==> src/rtl/tff_sync_counter_pkg.sv <==
// tff_sync_counter_pkg: shared direction encoding and default width for the TFF counter
package tff_sync_counter_pkg;
  typedef enum logic {DIR_DOWN = 1'b0, DIR_UP = 1'b1} dir_e;
  localparam int DEF_WIDTH = 4;
endpackage

==> src/rtl/tff_sync_counter_tff_cell.sv <==
// tff_cell: single T flip-flop with async clear and a load path that overrides toggling
module tff_cell (
  input  logic clk,
  input  logic clr,
  input  logic t,
  input  logic d_load,
  input  logic ld,
  output logic q
);
  logic q_q, q_d;
  // Next state: load beats toggle, otherwise hold.
  always_comb q_d = ld ? d_load : (t ? ~q_q : q_q);
  // State flop, cleared asynchronously.
  always_ff @(posedge clk or posedge clr)
    if (clr) q_q <= 1'b0;
    else q_q <= q_d;
  assign q = q_q;
endmodule

==> src/rtl/tff_sync_counter.sv <==
// tff_sync_counter: up/down counter from T flip-flop cells with load, saturation, tc and wrap pulse
module tff_sync_counter
  import tff_sync_counter_pkg::*;
#(
  parameter int WIDTH   = DEF_WIDTH,
  parameter int SAT_DEF = 0
) (
  input  logic             clk,
  input  logic             clr,
  input  logic             en,
  input  logic             up,
  input  logic             load,
  input  logic [WIDTH-1:0] load_val,
  input  logic             sat_mode,
  output logic [WIDTH-1:0] q,
  output logic             tc,
  output logic             wrap
);
  if (WIDTH < 2 || SAT_DEF < 0 || SAT_DEF > 1) begin : g_bad_param
    $error("tff_sync_counter: WIDTH must be >= 2 and SAT_DEF 0 or 1");
  end
  logic [WIDTH-1:0] ones, zeros, t;
  logic             step, wrap_q, wrap_d;
  // Toggle-enable prefixes: bit i toggles when every lower bit is 1 (up) or 0 (down).
  always_comb begin
    ones     = '0;
    zeros    = '0;
    ones[0]  = 1'b1;
    zeros[0] = 1'b1;
    for (int k = 1; k < WIDTH; k++) begin
      ones[k]  = ones[k-1] & q[k-1];
      zeros[k] = zeros[k-1] & ~q[k-1];
    end
  end
  // Terminal value depends on the live direction so tc reacts to up immediately.
  always_comb begin
    tc     = (up == DIR_UP) ? &q : ~|q;
    step   = en & ~load & ~(sat_mode & tc);
    t      = step ? ((up == DIR_UP) ? ones : zeros) : '0;
    wrap_d = step & tc;
  end
  for (genvar i = 0; i < WIDTH; i++) begin : g_cell
    tff_cell u_cell (
      .clk   (clk),
      .clr   (clr),
      .t     (t[i]),
      .d_load(load_val[i]),
      .ld    (load),
      .q     (q[i])
    );
  end
  // Wrap pulse registered on the same edge that rolls q over.
  always_ff @(posedge clk or posedge clr)
    if (clr) wrap_q <= 1'b0;
    else wrap_q <= wrap_d;
  assign wrap = wrap_q;
endmodule
==> config.mk <==
export PLATFORM = sky130hd
export DESIGN_NAME = tff_sync_counter
export DESIGN_NICKNAME = d
export VERILOG_FILES = /design/src/rtl/tff_sync_counter_pkg.sv /design/src/rtl/tff_sync_counter_tff_cell.sv /design/src/rtl/tff_sync_counter.sv
export SDC_FILE = /design/constraint.sdc
export NUM_CORES = 1
export LEC_CHECK = 0
export ABC_AREA = 1
export CORE_AREA = 2 2 39 41
export DETAILED_ROUTE_END_ITERATION = 8
export DIE_AREA = 0 0 41 43
export GPL_TIMING_DRIVEN = 0
export PLACE_DENSITY_LB_ADDON = 0.05
export SYNTH_ARGS = -nofsm -noshare
export SYNTH_HDL_FRONTEND = slang
export SYNTH_SLANG_ARGS = --single-unit
==> constraint.sdc <==
create_clock -name clk -period 1.8 [get_ports clk]
set_input_delay 0.27 -clock clk [delete_from_list [all_inputs] [get_ports clk]]
set_output_delay 0.27 -clock clk [all_outputs]
set_load 0.01 [all_outputs]
==> results.ini <==
[flow_run]
cap_violations=0

[cts]
ctsLongestPathBuffers=2
cts_hold_buf=0
cts_buffers=3
tritoncts=done
htree_levels=1
cts.sinks=5
cts_root_buf=clkbuf_4
clk_latency_ps=240
cts.clk_slew.worst_paths_ps=40

[floorplan]
dieArea_um2=1760
core-area_um2=1380
die_w_um=41
die_h_um=43
io_pins=16
num_rows=14
initial_core_util=0.301

[sta]
rsz0062_at_grt=false
period_needed_ps=1600
tightest_slew_ps=233
finalClockSkew_ps=1.22
maxSlewHeadroom=0.844
min_period_over_period=0.887
fmax_ghz=0.626
hold_violations=0
slew_viol_final=0
finalWorstSetupSlack_ps=204
setup_viol=0

[pwr]
total_power_uw=413
ir_worst_vdd_uv=407
power.density_nw_per_um2=672
power.leakage_nw=0.313

[critical_path]
end_kind=primary output
crit_type=reg2out
critical_path_arrival_ps=1330
worstSetupStartpointType=register
worstPathRequired_ps=1530
cp_max_fo=5

[synth]
ys_ff_latch=5
synthCells=62
avgSynthCellArea_um2=6.72
ys_seq_area_frac=0.300
ys_warn_count=0
synth.cell_area_um2=417
synth_cell_types=16
syn-num-nets=72

[placed_design]
dp_slack_ps=-144
place.gp.congestion=0.832
portBuffers=15
dp_hpwl_um=684

[cells_and_area]
fill_cells=154
synthToLayoutAreaGrowth_pct=47.4
fin_nets=92
drive_above_1_share=0.210
n_antenna_cell=0

[run_status]
status=complete, no violations

[routing]
via_count=432
detail-route-antenna-nets=0
wl_per_cell_um=8.99
vias_per_cell=4.45
drc=0
drtIter0Drc=3
routed_wl_um=872
drt_pass1_iterations=3

[global_routing]
antenna_found_initial=0
grt_util_all_layers=0.121
grt_pass1_vias=348
overflow=0
grt_max_degree=11
grt_pass1_wl_mm=1.44

[hold_path]
hold_path.class=in2async

[power breakdown]
| part | switching (mW) | internal [mW] |
|---|---|---|
| Combinational | 0.0627 | 0.0772 |
| Clock | 0.0465 | 0.0839 |
| Sequential | 0.0170 | 0.126 |
[state kept, by name, summed over array words and instances, names as in the netlist]
name,cells
g_cell.u_cell.q,4
wrap,1
[per-stage QoR]
step                utilization  cells  hold WS, ps  setup TNS, ps  instance area [µm²]
finish                    0.444     97          231              0                  614
global route              0.444     97          263              0                  614
CTS                       0.444     97          240              0                  614
detailed placement        0.424     93          476           -144                  587
global placement          0.424     93          469           -147                  587
floorplan                     -     62         48.5              0                  417
[final timing paths]
check / start / endpoint / slack [ps] / depth (start not counted)
max reg2reg: g_cell[0].u_cell.q / g_cell[0].u_cell.q / 580 / 8
min in group clk: g_cell[2].u_cell.q / g_cell[2].u_cell.q / 470 / 1
min: clr / wrap / 230 / 2
min reg2reg: g_cell[2].u_cell.q / g_cell[2].u_cell.q / 470 / 1
max: g_cell[1].u_cell.q / q[1] / 200 / 2
max in group asynchronous: clr / g_cell[0].u_cell.q / 1380 / 2
[Yosys cell counts, drive strengths merged]
master / number / area [µm²]
nand2: 19 / 91.3
nand4: 2 / 12.5
inv: 9 / 33.8
nor2: 8 / 40.0
buf: 5 / 35.0
dfrtp: 5 / 125
o21ai: 4 / 20.0
nand3: 9 / 50.1
xnor2: 1 / 8.76
[layout by cell type (no fill, tap or decap), drive strengths merged]
cell | synthesis | layout
nand2 | 19 | 19
clkdlybuf4s50 | 0 | 13
xnor2 | 1 | 1
nor2 | 8 | 8
o21ai | 4 | 4
dlygate4sd2 | 0 | 2
dfrtp | 5 | 5
buf | 5 | 5
inv | 9 | 9
nand4 | 2 | 2
nand3 | 9 | 9
clkbuf | 0 | 4
[worst max-delay path, stage by stage (launching register included)]
cell             delay, ps
dfrtp_1                430
buf_4                  140
clkdlybuf4s50_1        520
[cell families after synthesis]
kind of cell / synth area share
AOI/OAI and AO/OA: 0.0480
xor gates and xnor gates: 0.0210
buffers and inverters: 0.165
DFF: 0.300
and+or+nand+nor: 0.465
[area by class of cell]
cell class              instances  area (µm²)  share of cell area
plain buffers                   5        35.0              0.0570
clock buffers                   4        26.3              0.0428
inverters                       9        33.8              0.0550
multi-input cells              43         225               0.367
flip-flops and latches          5         126               0.206
well taps                      16        20.0              0.0326
repair buffers                 15         148               0.240
[timing repair]
| item | in CTS | in global routing |
|---|---|---|
| resized for setup | 4 | 0 |
| buffers inserted | 0 | 0 |
| setup endpoints to repair | 1 | 0 |
[metal layers]
metal	wire, µm	up-vias	GRT usage
met2	421	12	0.172
met5	0	-	0
met3	65	0	0.0785
met1	386	194	0.162
li1	-	226	-
met4	0	0	0
(Power assumes the default switching activity.)
